<file path="src/rtl/y_ctl_seq.sv">
// y_ctl_seq: multi-cycle (5 states per instruction) control sequencer for the yIF/yID/yEX/yDM/yWB datapath.
// Optional: define Y_CTL_SEQ_PERF_EN to add the cycles_o busy-clock counter.
module y_ctl_seq #(
  parameter logic [31:0] RESET_PC  = 32'h28,
  parameter int unsigned MAX_INSNS = 11
) (
  input  logic        clk_i,
  input  logic        reset_i,
  input  logic        start_i,
  input  logic [31:0] ins_i,
  input  logic [31:0] PCp4_i,
  input  logic [31:0] branch_i,
  input  logic [31:0] jTarget_i,
  input  logic        zero_i,
  output logic [31:0] PCin_o,
  output logic        RegWrite_o,
  output logic        ALUSrc_o,
  output logic [2:0]  op_o,
  output logic        MemRead_o,
  output logic        MemWrite_o,
  output logic        Mem2Reg_o,
  output logic        busy_o,
  output logic        halted_o,
  output logic        err_o,
`ifdef Y_CTL_SEQ_PERF_EN
  output logic [31:0] cycles_o,
`endif
  output logic [31:0] retired_o
);

  typedef enum logic [2:0] {
    S_IDLE, S_FETCH, S_DECODE, S_EXEC, S_MEM, S_WB, S_HALT
  } state_e;

  typedef enum logic [2:0] {
    C_R, C_I, C_LD, C_ST, C_SB, C_UJ
  } cls_e;

  state_e      state_q, state_d;
  cls_e        cls_q, cls_d;
  logic [31:0] pc_q, pc_d;
  logic [31:0] ir_q, ir_d;
  logic [31:0] retired_q, retired_d;
  logic        zero_q, zero_d;
  logic        err_q, err_d;
  logic        alusrc_q, alusrc_d;
  logic [2:0]  op_q, op_d;
  logic        m2r_q, m2r_d;
  logic        regwrite_q, regwrite_d;
  logic        memread_q, memread_d;
  logic        memwrite_q, memwrite_d;
  logic        busy_q, busy_d;
  logic        halted_q, halted_d;

  logic        funct_ok;
  logic [2:0]  funct_op;
  logic        dec_legal;
  cls_e        dec_cls;
  logic        dec_alusrc;
  logic [2:0]  dec_op;
  logic        dec_m2r;
  logic        last_insn;

  assign last_insn = (MAX_INSNS != 0) && (retired_q + 32'd1 == 32'(MAX_INSNS));

  // Instruction decoder over the latched instruction register
  always_comb begin
    funct_ok = 1'b1;
    funct_op = 3'b010;
    unique case (ir_q[14:12])
      3'b000:  funct_op = (ir_q[6:0] == 7'h33 && ir_q[30]) ? 3'b110 : 3'b010;
      3'b111:  funct_op = 3'b000;
      3'b110:  funct_op = 3'b001;
      3'b010:  funct_op = 3'b111;
      default: funct_ok = 1'b0;
    endcase

    dec_legal  = 1'b1;
    dec_cls    = C_R;
    dec_alusrc = 1'b0;
    dec_op     = 3'b010;
    dec_m2r    = 1'b0;
    case (ir_q[6:0])
      7'h33: begin dec_cls = C_R;  dec_op = funct_op; dec_legal = funct_ok; end
      7'h13: begin dec_cls = C_I;  dec_alusrc = 1'b1; dec_op = funct_op; dec_legal = funct_ok; end
      7'h03: begin dec_cls = C_LD; dec_alusrc = 1'b1; dec_m2r = 1'b1; end
      7'h23: begin dec_cls = C_ST; dec_alusrc = 1'b1; end
      7'h63: begin dec_cls = C_SB; dec_op = 3'b110; dec_legal = (ir_q[14:12] == 3'b000); end
      7'h6f: begin dec_cls = C_UJ; dec_alusrc = 1'b1; end
      default: dec_legal = 1'b0;
    endcase
  end

  // State register
  always_ff @(posedge clk_i or posedge reset_i) begin
    if (reset_i) state_q <= S_IDLE;
    else         state_q <= state_d;
  end

  // Next-state logic
  always_comb begin
    state_d = state_q;
    unique case (state_q)
      S_IDLE, S_HALT: if (start_i) state_d = S_FETCH;
      S_FETCH:        state_d = S_DECODE;
      S_DECODE:       state_d = dec_legal ? S_EXEC : S_HALT;
      S_EXEC:         state_d = S_MEM;
      S_MEM:          state_d = S_WB;
      S_WB:           state_d = last_insn ? S_HALT : S_FETCH;
      default:        state_d = S_IDLE;
    endcase
  end

  // Output / datapath next values; control strobes are registered against state_d
  always_comb begin
    pc_d      = pc_q;
    ir_d      = ir_q;
    zero_d    = zero_q;
    retired_d = retired_q;
    err_d     = err_q;
    cls_d     = cls_q;
    alusrc_d  = alusrc_q;
    op_d      = op_q;
    m2r_d     = m2r_q;
    unique case (state_q)
      S_IDLE, S_HALT: if (start_i) begin
        pc_d      = RESET_PC;
        retired_d = '0;
        err_d     = 1'b0;
      end
      S_FETCH:  ir_d = ins_i;
      S_DECODE: begin
        cls_d    = dec_cls;
        alusrc_d = dec_alusrc;
        op_d     = dec_op;
        m2r_d    = dec_m2r;
        if (!dec_legal && ir_q != 32'h0) err_d = 1'b1;
      end
      S_EXEC:   zero_d = zero_i;
      S_WB: begin
        if (cls_q == C_SB && zero_q) pc_d = pc_q + branch_i;
        else if (cls_q == C_UJ)      pc_d = pc_q + jTarget_i;
        else                         pc_d = PCp4_i;
        retired_d = retired_q + 32'd1;
      end
      default: ;
    endcase

    if (!(state_d inside {S_EXEC, S_MEM, S_WB})) begin
      alusrc_d = 1'b0;
      op_d     = 3'b000;
      m2r_d    = 1'b0;
    end
    regwrite_d = (state_d == S_WB) && (cls_q inside {C_R, C_I, C_LD});
    memread_d  = (state_d inside {S_MEM, S_WB}) && (cls_q == C_LD);
    memwrite_d = (state_d == S_MEM) && (cls_q == C_ST);
    busy_d     = state_d inside {S_FETCH, S_DECODE, S_EXEC, S_MEM, S_WB};
    halted_d   = (state_d == S_HALT);
  end

  always_ff @(posedge clk_i or posedge reset_i) begin
    if (reset_i) begin
      pc_q       <= RESET_PC;
      ir_q       <= '0;
      zero_q     <= 1'b0;
      retired_q  <= '0;
      err_q      <= 1'b0;
      cls_q      <= C_R;
      alusrc_q   <= 1'b0;
      op_q       <= 3'b000;
      m2r_q      <= 1'b0;
      regwrite_q <= 1'b0;
      memread_q  <= 1'b0;
      memwrite_q <= 1'b0;
      busy_q     <= 1'b0;
      halted_q   <= 1'b0;
    end else begin
      pc_q       <= pc_d;
      ir_q       <= ir_d;
      zero_q     <= zero_d;
      retired_q  <= retired_d;
      err_q      <= err_d;
      cls_q      <= cls_d;
      alusrc_q   <= alusrc_d;
      op_q       <= op_d;
      m2r_q      <= m2r_d;
      regwrite_q <= regwrite_d;
      memread_q  <= memread_d;
      memwrite_q <= memwrite_d;
      busy_q     <= busy_d;
      halted_q   <= halted_d;
    end
  end

`ifdef Y_CTL_SEQ_PERF_EN
  logic [31:0] cycles_q, cycles_d;

  // Counts clocks spent in FETCH..WB; frozen while idle or halted
  always_comb begin
    cycles_d = cycles_q;
    if ((state_q == S_IDLE || state_q == S_HALT) && start_i) cycles_d = '0;
    else if (state_q inside {S_FETCH, S_DECODE, S_EXEC, S_MEM, S_WB}) cycles_d = cycles_q + 32'd1;
  end

  always_ff @(posedge clk_i or posedge reset_i) begin
    if (reset_i) cycles_q <= '0;
    else         cycles_q <= cycles_d;
  end

  assign cycles_o = cycles_q;
`endif

  assign PCin_o     = pc_q;
  assign RegWrite_o = regwrite_q;
  assign ALUSrc_o   = alusrc_q;
  assign op_o       = op_q;
  assign MemRead_o  = memread_q;
  assign MemWrite_o = memwrite_q;
  assign Mem2Reg_o  = m2r_q;
  assign busy_o     = busy_q;
  assign halted_o   = halted_q;
  assign err_o      = err_q;
  assign retired_o  = retired_q;

endmodule

</file>
<file path="config.mk">
export PLATFORM = sky130hd
export DESIGN_NAME = y_ctl_seq
export DESIGN_NICKNAME = d
export VERILOG_FILES = /design/src/rtl/y_ctl_seq.sv
export SDC_FILE = /design/constraint.sdc
export NUM_CORES = 1
export LEC_CHECK = 0
export ABC_AREA = 1
export CAP_MARGIN = 0
export CELL_PAD_IN_SITES_DETAIL_PLACEMENT = 1
export CELL_PAD_IN_SITES_GLOBAL_PLACEMENT = 1
export CORE_MARGIN = 2
export CORE_UTILIZATION = 40
export DETAILED_ROUTE_END_ITERATION = 6
export PLACE_DENSITY = 0.91
export SYNTH_ARGS = -nofsm -noshare
export SYNTH_HDL_FRONTEND = slang
export SYNTH_SLANG_ARGS = --single-unit
</file>
<file path="constraint.sdc">
create_clock -name clk_i -period 9.55 [get_ports clk_i]
set_input_delay 2.3875 -clock clk_i [delete_from_list [all_inputs] [get_ports clk_i]]
set_output_delay 2.3875 -clock clk_i [all_outputs]
set_load 0.02 [all_outputs]
</file>
==> impl_table.tex, run 1 <==
\begin{tabular}{lr}
\hline
Metric & Value \\
\hline
\multicolumn{2}{l}{\textbf{Status}} \\
\quad Run status & completed \\
\multicolumn{2}{l}{\textbf{STA}} \\
\quad Maximum frequency from static timing analysis & 0.207 GHz \\
\quad Post-route clock skew & 11.7 ps \\
\quad Count of final max-slew check failures & 0 \\
\quad RSZ-0062 raised after global routing & false \\
\quad Sum of negative setup slack & 0 ps \\
\quad Number of hold-slack violations in the final timing report & 0 \\
\quad Max-Slew Margin vs Limit & 0.193 \\
\quad Time the worst path needs with I/O delays and setup & 4830 ps \\
\quad Final period utilization & 0.506 \\
\quad Slew at the pin with the worst max-slew slack & 1200 ps \\
\quad Final setup violation count & 0 \\
\multicolumn{2}{l}{\textbf{Synthesis}} \\
\quad Synth warnings & 0 \\
\quad Synth top area share & 0.286 \\
\quad Most frequent cells after synthesis & sky130\_fd\_sc\_hd\_\_nand2\_1 (406), sky130\_fd\_sc\_hd\_\_nor2\_1 (166), sky130\_fd\_sc\_hd\_\_inv\_1 (160), sky130\_fd\_sc\_hd\_\_o21ai\_0 (124), sky130\_fd\_sc\_hd\_\_nand3\_1 (113) \\
\quad Post-synthesis net count & 1,684 \\
\quad Distinct cell type count of the synthesized netlist & 44 \\
\quad Sequential share of the synthesized area & 0.291 \\
\quad Largest cells by area after synthesis & sky130\_fd\_sc\_hd\_\_dfrtp\_1 (29\%), sky130\_fd\_sc\_hd\_\_nand2\_1 (16\%), sky130\_fd\_sc\_hd\_\_ha\_1 (8.2\%) \\
\quad Number of synthesized flops with an enable pin & 0 \\
\quad Synth Cell Area & 0.00981 mm2 \\
\quad Syn avg cell area & 6.60 um2 \\
\quad Most used standard cell by instance count after synthesis & sky130\_fd\_sc\_hd\_\_nand2\_1 \\
\quad Most area-hungry cell type in the Yosys netlist & sky130\_fd\_sc\_hd\_\_dfrtp\_1 \\
\quad FFs w/ async S/R, synth & 1.00 \\
\quad Number of storage elements in the synthesis netlist & 114 \\
\quad Primary flip-flop cell chosen by synthesis mapping & sky130\_fd\_sc\_hd\_\_dfrtp\_1 \\
\quad Number of instances in the synthesized netlist & 1,486 \\
\multicolumn{2}{l}{\textbf{Clocking}} \\
\quad Buffers inserted by post-CTS timing repair & 0 \\
\quad Cts hold-fix bufs & 0 \\
\quad Total of cells resized after clock tree synthesis & 0 \\
\quad \# clock sinks & 114 \\
\quad Buffer depth of the longest clock path & 2 \\
\quad Root buffer selected by CTS & sky130\_fd\_sc\_hd\_\_clkbuf\_16 \\
\quad CTS buffer count & 17 \\
\quad CTS H-tree lvls & 4 \\
\quad TritonCTS clock tree & built \\
\quad Clock input transition at the sequential cells of the worst setup and hold paths & 60 ps \\
\quad Clock latency at the later pin of the worst-skew pair & 430 ps \\
\multicolumn{2}{l}{\textbf{Placed design}} \\
\quad Detail Placement HPWL & 34.0 mm \\
\quad Number of I/O port buffers & 206 \\
\quad Gp weighted congestion & 0.959 \\
\quad Placed instance area & 0.0122 mm2 \\
\multicolumn{2}{l}{\textbf{Setup path}} \\
\quad Logic depth of the worst setup path including buffers & 16 \\
\quad Delay-heaviest family, CP & compound AO/OA/AOI/OAI gates \\
\quad Element type at the critical path start & primary input \\
\quad R2R Path Start & cls\_q[1] \\
\quad Launching instance or port of the critical path & branch\_i[0] \\
\quad Reg2reg setup slack & 5150 ps \\
\quad Top fanout value on the critical path & 5 \\
\quad Required time reported for the critical path endpoint & 9870 ps \\
\quad Cell-by-cell listing of the critical path & clkdlybuf4s50\_1, ha\_1, fa\_1, nand2\_1, o21ai\_1, inv\_1, o21ai\_1, nand2\_1, nand2\_1, nand3\_1, nand2\_1, a21oi\_1, o21ai\_1, nand2\_1, nand2\_1, nand2\_1 \\
\quad Cell type with the highest occurrence count on the critical path & sky130\_fd\_sc\_hd\_\_nand2\_1 \\
\quad CP Class & in2reg \\
\quad Critical Path Sink & PCin\_o[30] \\
\quad Arr. time, crit path & 5150 ps \\
\quad Count of cells along the worst register-to-register path & 10 \\
\quad Count of buffering cells on the critical path with inverters included & 2 \\
\quad Kind of end point of the critical path & flop \\
\quad Worst reg2reg path endpoint & PCin\_o[5] \\
\quad CP peak stage delay & 510 ps \\
\quad Cell type of the slowest stage on the worst timing path & sky130\_fd\_sc\_hd\_\_clkdlybuf4s50\_1 \\
\multicolumn{2}{l}{\textbf{Global routing}} \\
\quad Aggregate global routing overflow & 0 \\
\quad Initial antenna violation count & 0 \\
\quad Vias in the first global route & 12,119 \\
\quad Pin count of the biggest net entering global routing & 66 \\
\quad Total global routing track utilization & 0.333 \\
\quad First-pass GRT wire length & 67.1 mm \\
\multicolumn{2}{l}{\textbf{Min path}} \\
\quad Worst hold-check path type & reg2reg \\
\multicolumn{2}{l}{\textbf{Layout}} \\
\quad Nets & 1,890 \\
\quad Area of the multi-input gates & 0.00624 mm2 \\
\quad Core occupancy in the finished layout & 0.531 \\
\quad Number of fillers in the final layout & 3,149 \\
\quad Area delta synth->final & 31.0\% \\
\quad Share of post-route cells with drive strength above 1 & 0.0551 \\
\quad Area of all placed cells without fillers & 0.0128 mm2 \\
\quad Storage cell area & 0.00286 mm2 \\
\quad Antenna cell count & 0 \\
\multicolumn{2}{l}{\textbf{Die}} \\
\quad Die Area & 0.0258 mm2 \\
\quad Initial cell density of the core & 0.406 \\
\quad Die Height & 161 um \\
\quad Die X & 161 um \\
\quad Placement row count & 57 \\
\quad I/O Pins & 207 \\
\quad Core area & 0.0242 mm2 \\
\multicolumn{2}{l}{\textbf{Drt}} \\
\quad Antenna Violating Nets Remaining & 0 \\
\quad Detail-routed via count per cell & 5.67 \\
\quad Detailed Route Iter0 Violations & 802 \\
\quad Via count & 11,508 \\
\quad Sum of routed wire length over all layers & 42.7 mm \\
\quad Wire length per cell & 21.0 um \\
\quad Remaining DRCs & 0 \\
\quad Number of detailed-routing iterations run before antenna repair & 5 \\
\multicolumn{2}{l}{\textbf{Power}} \\
\quad Worst IR Drop VDD & 0.000166 V \\
\quad Pwr dens & 248 mW/mm2 \\
\quad Reported leakage power & 5.83 nW \\
\multicolumn{2}{l}{\textbf{Flow run}} \\
\quad Number of violations of the max-capacitance limit & 0 \\
\hline
\end{tabular}
## per-stage QoR
step | setup WS, ps | hold slack (ps) | power, mW | cells
final | 4720 | 473 | 3.19 | 2029
after floorplan | 4150 | 432 | 1.82 | 1486
after global routing | 4440 | 494 | 3.39 | 2029
after detailed placement | 4360 | 456 | 2.47 | 1997
after global placement | 4400 | 447 | 2.40 | 1997
after CTS | 4810 | 474 | 3.16 | 2029
## report_power, final
group / internal, mW / switching, mW
Combinational: 0.604 / 1.11
Sequential: 0.630 / 0.171
Clock: 0.400 / 0.274
## cell usage in the layout, fill, tap and decap left out, types with 6 or more instances in the layout
cell	instances
sky130_fd_sc_hd__a21o_1	6
sky130_fd_sc_hd__inv_1	159
sky130_fd_sc_hd__mux2_2	26
sky130_fd_sc_hd__o21bai_1	9
sky130_fd_sc_hd__nor2_1	166
sky130_fd_sc_hd__nand4_1	23
sky130_fd_sc_hd__o2111ai_1	6
sky130_fd_sc_hd__nand3_1	113
sky130_fd_sc_hd__nor3_1	21
sky130_fd_sc_hd__clkdlybuf4s50_1	206
sky130_fd_sc_hd__dfrtp_1	112
sky130_fd_sc_hd__ha_1	64
sky130_fd_sc_hd__o21ai_0	124
sky130_fd_sc_hd__a21oi_1	107
sky130_fd_sc_hd__o22ai_1	8
sky130_fd_sc_hd__xor2_1	23
sky130_fd_sc_hd__nor2_2	8
sky130_fd_sc_hd__xnor2_1	12
sky130_fd_sc_hd__nor4_1	10
sky130_fd_sc_hd__buf_4	7
sky130_fd_sc_hd__clkbuf_16	17
sky130_fd_sc_hd__nand2_1	406
## worst register-to-register path, cell delays in order, from the launching register on
cell and delay, ps:
sky130_fd_sc_hd__dfrtp_1 420, sky130_fd_sc_hd__nor3_2 980, sky130_fd_sc_hd__inv_1 390, sky130_fd_sc_hd__nor2_1 590, sky130_fd_sc_hd__buf_4 340, sky130_fd_sc_hd__clkinv_1 690, sky130_fd_sc_hd__a21oi_1 360, sky130_fd_sc_hd__o21ai_0 250
sky130_fd_sc_hd__o2111ai_1 150, sky130_fd_sc_hd__o21ai_0 110, sky130_fd_sc_hd__inv_1 80
## cells by family (layout without fill, tap and decap cells)
logic type / Yosys count / count (layout) / share of synthesized area
AO/OA/AOI/OAI: 287 / 287 / 0.159
XOR/XNOR: 35 / 35 / 0.0312
multiplexers: 26 / 26 / 0.0298
adder cells (fa/ha/maj): 66 / 66 / 0.0857
AND/OR/NAND/NOR: 766 / 766 / 0.329
flip-flops: 114 / 114 / 0.291
buffers and inverters: 192 / 411 / 0.0737
## worst min-delay path by stage
stage                         from          to  slack [ps]  cells after the start
final                     cls_q[2]   MemRead_o         470                      1
after global routing      cls_q[2]   MemRead_o         490                      1
after CTS                 cls_q[2]   MemRead_o         470                      1
after detailed placement  cls_q[2]  MemWrite_o         460                      1
after global placement    cls_q[2]   MemRead_o         450                      1
after floorplan           cls_q[2]   MemRead_o         430                      1
## per-layer routing
metal  track usage  share of wire
met5             0              0
met1         0.428           0.42
met4         0.127          0.034
met3        0.0537          0.066
met2         0.565           0.48
## final cells by class
class                      instances  area share
tap                              324      0.0315
sequential                       114       0.222
clock inverter                    14      0.0131
timing repair buffer             213       0.165
multi-input combinational       1180       0.486
clock buffer                      18      0.0342
inverter                         166      0.0487
## state kept, by name, indices dropped and copies added (netlist names)
register / count
ALUSrc_o: 1
Mem2Reg_o: 1
MemRead_o: 1
MemWrite_o: 1
PCin_o: 32
RegWrite_o: 1
busy_o: 1
cls_q: 3
err_o: 1
halted_o: 1
ir_q: 32
op_o: 3
retired_o: 32
state_q: 3
zero_q: 1
Power figures use the tool's default switching activity.
==> run 2, diff against run 1 <==
--- a/config.mk
+++ b/config.mk
@@ -10,9 +10,9 @@
 export CELL_PAD_IN_SITES_DETAIL_PLACEMENT = 1
 export CELL_PAD_IN_SITES_GLOBAL_PLACEMENT = 1
 export CORE_MARGIN = 2
-export CORE_UTILIZATION = 40
+export CORE_UTILIZATION = 33
 export DETAILED_ROUTE_END_ITERATION = 6
-export PLACE_DENSITY = 0.91
+export PLACE_DENSITY = 0.81
 export SYNTH_ARGS = -nofsm -noshare
 export SYNTH_HDL_FRONTEND = slang
 export SYNTH_SLANG_ARGS = --single-unit
==> constraint.sdc (replaced) <==
create_clock -name clk_i -period 4.3 [get_ports clk_i]
set_input_delay 1.075 -clock clk_i [delete_from_list [all_inputs] [get_ports clk_i]]
set_output_delay 1.075 -clock clk_i [all_outputs]
set_load 0.02 [all_outputs]
==> run 2 against run 1 <==
Compared with the run above: sequential share of layout area fell by 0.16 points; first-iteration DRC count fell by 15%; clock-buffer cell count fell by 1; register-to-register slack got worse by 3700 ps; sequential power rose by 120%.
==> impl_table.tex, run 2 (synthesized netlist as in run 1, its figures left out) <==
\begin{tabular}{lr}
\hline
Metric & Value \\
\hline
\multicolumn{2}{l}{\textbf{Drt}} \\
\quad Via count & 11,316 (was 11,508) \\
\quad Wire length per cell & 19.8 um (was 21.0 um) \\
\quad Detailed Route Iter0 Violations & 682 (was 802) \\
\quad Sum of routed wire length over all layers & 41.7 mm (was 42.7 mm) \\
\quad Detail-routed via count per cell & 5.39 (was 5.67) \\
\quad Remaining DRCs & 0 (unchanged) \\
\quad Antenna Violating Nets Remaining & 0 (unchanged) \\
\quad Number of detailed-routing iterations run before antenna repair & 6 (was 5) \\
\multicolumn{2}{l}{\textbf{Setup path}} \\
\quad R2R Path Start & PCin\_o[0] (was cls\_q[1]) \\
\quad Delay-heaviest family, CP & simple AND/OR/NAND/NOR gates (was compound AO/OA/AOI/OAI gates) \\
\quad Arr. time, crit path & 3780 ps (was 5150 ps) \\
\quad CP Class & in2reg (unchanged) \\
\quad Cell type of the slowest stage on the worst timing path & sky130\_fd\_sc\_hd\_\_clkdlybuf4s50\_1 (unchanged) \\
\quad Logic depth of the worst setup path including buffers & 14 (was 16) \\
\quad Critical Path Sink & PCin\_o[18] (was PCin\_o[30]) \\
\quad Worst reg2reg path endpoint & PCin\_o[18] (was PCin\_o[5]) \\
\quad Kind of end point of the critical path & flop (unchanged) \\
\quad Reg2reg setup slack & 1480 ps (was 5150 ps) \\
\quad Launching instance or port of the critical path & jTarget\_i[0] (was branch\_i[0]) \\
\quad CP peak stage delay & 450 ps (was 510 ps) \\
\quad Required time reported for the critical path endpoint & 4610 ps (was 9870 ps) \\
\quad Count of cells along the worst register-to-register path & 13 (was 10) \\
\quad Cell type with the highest occurrence count on the critical path & sky130\_fd\_sc\_hd\_\_nand2\_1 (unchanged) \\
\quad Top fanout value on the critical path & 4 (was 5) \\
\quad Element type at the critical path start & primary input (unchanged) \\
\quad Count of buffering cells on the critical path with inverters included & 1 (was 2) \\
\quad Cell-by-cell listing of the critical path & clkdlybuf4s50\_1, ha\_1, fa\_1, nand3\_1, nand2\_1, nand2\_1, nand2\_1, nand3\_1, nand2\_1, a21oi\_1, xor2\_1, o21ai\_0, nand3\_1, nand2\_1 (was clkdlybuf4s50\_1, ha\_1, fa\_1, nand2\_1, o21ai\_1, inv\_1, o21ai\_1, nand2\_1, nand2\_1, nand3\_1, nand2\_1, a21oi\_1, o21ai\_1, nand2\_1, nand2\_1, nand2\_1) \\
\multicolumn{2}{l}{\textbf{Min path}} \\
\quad Worst hold-check path type & reg2reg (unchanged) \\
\multicolumn{2}{l}{\textbf{Global routing}} \\
\quad First-pass GRT wire length & 64.6 mm (was 67.1 mm) \\
\quad M2 GR Usage & 0.440 (was 0.565) \\
\quad Total global routing track utilization & 0.269 (was 0.333) \\
\quad Initial antenna violation count & 3 (was 0) \\
\quad Aggregate global routing overflow & 0 (unchanged) \\
\quad Met1 Use GR & 0.349 (was 0.428) \\
\quad Pin count of the biggest net entering global routing & 59 (was 66) \\
\quad Fraction of met3 tracks used by global routing & 0.0575 (was 0.0537) \\
\quad Vias in the first global route & 11,925 (was 12,119) \\
\quad Grt peak-use layer & met2 (unchanged) \\
\multicolumn{2}{l}{\textbf{Placed design}} \\
\quad Gp weighted congestion & 0.997 (was 0.959) \\
\quad Worst setup slack before clock tree synthesis & 461 ps (was 4360 ps) \\
\quad Placed instance area & 0.0124 mm2 (was 0.0122 mm2) \\
\quad Placed instance count & 2,066 (was 1,997) \\
\quad Detail Placement HPWL & 33.6 mm (was 34.0 mm) \\
\quad Number of I/O port buffers & 206 (unchanged) \\
\multicolumn{2}{l}{\textbf{Clocking}} \\
\quad Total of cells resized after clock tree synthesis & 0 (unchanged) \\
\quad CTS buffer count & 17 (unchanged) \\
\quad \# clock sinks & 114 (unchanged) \\
\quad Buffer depth of the longest clock path & 2 (unchanged) \\
\quad Buffers inserted by post-CTS timing repair & 0 (unchanged) \\
\quad Cts hold-fix bufs & 0 (unchanged) \\
\quad Clock latency at the later pin of the worst-skew pair & 420 ps (was 430 ps) \\
\quad Root buffer selected by CTS & sky130\_fd\_sc\_hd\_\_clkbuf\_16 (unchanged) \\
\quad Clock input transition at the sequential cells of the worst setup and hold paths & 60 ps (about the same) \\
\quad TritonCTS clock tree & built (unchanged) \\
\quad CTS H-tree lvls & 4 (unchanged) \\
\multicolumn{2}{l}{\textbf{Die}} \\
\quad Die Area & 0.0311 mm2 (was 0.0258 mm2) \\
\quad Core area & 0.0295 mm2 (was 0.0242 mm2) \\
\quad Die Height & 176 um (was 161 um) \\
\quad I/O Pins & 207 (unchanged) \\
\quad Initial cell density of the core & 0.333 (was 0.406) \\
\quad Die X & 176 um (was 161 um) \\
\quad Placement row count & 63 (was 57) \\
\multicolumn{2}{l}{\textbf{Status}} \\
\quad Run status & completed (unchanged) \\
\multicolumn{2}{l}{\textbf{Power}} \\
\quad Total net switching power & 3.40 mW (was 1.56 mW) \\
\quad Clk pwr share & 0.202 (was 0.211) \\
\quad Reported leakage power & 5.84 nW (was 5.83 nW) \\
\quad Part of the total power dissipated in combinational logic & 0.543 (was 0.538) \\
\quad Worst IR Drop VDD & 0.000264 V (was 0.000166 V) \\
\quad Switching fraction of total power & 0.488 (about the same) \\
\quad P\_int & 3.56 mW (was 1.63 mW) \\
\quad Sequential cell fraction of total power & 0.256 (was 0.251) \\
\quad Pwr dens & 537 mW/mm2 (was 248 mW/mm2) \\
\multicolumn{2}{l}{\textbf{STA}} \\
\quad Max-Slew Margin vs Limit & 0.294 (was 0.193) \\
\quad Maximum frequency from static timing analysis & 0.289 GHz \\
\quad Post-route clock skew & 10.9 ps (was 11.7 ps) \\
\quad Final period utilization & 0.806 \\
\quad Sum of negative setup slack & 0 ps (unchanged) \\
\quad Count of final max-slew check failures & 0 (unchanged) \\
\quad Time the worst path needs with I/O delays and setup & 3460 ps \\
\quad RSZ-0062 raised after global routing & false (unchanged) \\
\quad Slew at the pin with the worst max-slew slack & 1060 ps (was 1200 ps) \\
\quad Slack of the critical path & 835 ps (was 4720 ps) \\
\quad Number of hold-slack violations in the final timing report & 0 (unchanged) \\
\quad Final setup violation count & 0 (unchanged) \\
\multicolumn{2}{l}{\textbf{Layout}} \\
\quad Nets & 1,893 (was 1,890) \\
\quad Area of all placed cells without fillers & 0.0129 mm2 (was 0.0128 mm2) \\
\quad Number of non-filler instances in the completed layout & 2,101 (was 2,029) \\
\quad Most used cells in the layout excluding fill and tap cells & sky130\_fd\_sc\_hd\_\_nand2\_1 (406), sky130\_fd\_sc\_hd\_\_clkdlybuf4s50\_1 (206), sky130\_fd\_sc\_hd\_\_nor2\_1 (166) (unchanged) \\
\quad Commonest non-fill, non-tap cell in the layout & sky130\_fd\_sc\_hd\_\_nand2\_1 (unchanged) \\
\quad Share of post-route cells with drive strength above 1 & 0.0568 (was 0.0551) \\
\quad Area delta synth->final & 31.9\% (was 31.0\%) \\
\quad Number of fillers in the final layout & 3,777 (was 3,149) \\
\multicolumn{2}{l}{\textbf{Flow run}} \\
\quad Number of violations of the max-capacitance limit & 0 (unchanged) \\
\hline
\end{tabular}
## run 2: cell types whose count changed in the layout (fill, tap and decap cells not counted)
cell                        previous run  this run
sky130_fd_sc_hd__diode_2               0         3
sky130_fd_sc_hd__buf_4                 7         9
sky130_fd_sc_hd__clkinv_2              0         2
sky130_fd_sc_hd__buf_12                0         1
sky130_fd_sc_hd__bufinv_16             2         1
sky130_fd_sc_hd__clkbuf_8              1         0
## run 2: final cells by class
class	instances	area [um2]	share of cell area
clock buffers	17	425	0.0329
clock inverters	15	149	0.0115
inverters	166	626	0.0483
repair buffers	216	2150	0.166
flip-flops and latches	114	2860	0.221
diodes	3	7.51	0.000580
well taps	390	488	0.0377
multi-input cells	1180	6240	0.482
## run 2: how the worst min path moves through the flow
stage          startpoint         end  slack [ps]  depth (start not counted)
6_report         cls_q[2]   MemRead_o         500                          1
3_3_place_gp     cls_q[2]  MemWrite_o         450                          1
5_1_grt          cls_q[2]   MemRead_o         510                          1
2_1_floorplan    cls_q[2]   MemRead_o         430                          1
4_1_cts          cls_q[2]   MemRead_o         510                          1
3_5_place_dp     cls_q[2]   MemRead_o         470                          1
## run 2: routing by layer
| metal | vias to the layer above | wire (um) | part of all wire |
|---|---|---|---|
| li1 | 5380 | - | - |
| met1 | 5517 | 18600 | 0.45 |
| met2 | 346 | 19200 | 0.46 |
| met3 | 71 | 2690 | 0.064 |
| met4 | 2 | 1230 | 0.029 |
| met5 | - | 13 | 0.00031 |
## run 2: worst reg2reg max path: stages, from the launching register on
cell	delay, ps
sky130_fd_sc_hd__dfrtp_1	460
sky130_fd_sc_hd__ha_1	250
sky130_fd_sc_hd__fa_1	430
sky130_fd_sc_hd__nand3_1	100
sky130_fd_sc_hd__nand2_1	130
sky130_fd_sc_hd__nand2_1	90
sky130_fd_sc_hd__nand2_1	110
sky130_fd_sc_hd__nand3_1	100
sky130_fd_sc_hd__nand2_1	120
sky130_fd_sc_hd__a21oi_1	280
sky130_fd_sc_hd__xor2_1	290
sky130_fd_sc_hd__o21ai_0	150
sky130_fd_sc_hd__nand3_1	120
sky130_fd_sc_hd__nand2_1	70
## run 2: power by group through the flow
stage	sequential, mW	clock [mW]	combinational (mW)
final	1.78	1.40	3.77
after floorplan	1.76	0	2.28
after global placement	1.77	0	3.63
after detailed placement	1.78	0	3.70
after CTS	1.77	1.42	3.74
after global routing	1.81	1.46	4.16
## run 2: metrics by stage
stage	util	hold slack, ps	power, mW
4_1_cts	0.439	507	6.93
6_report	0.439	500	6.95
3_5_place_dp	0.419	473	5.49
5_1_grt	0.439	511	7.44
2_1_floorplan	-	432	4.04
3_3_place_gp	0.419	449	5.39
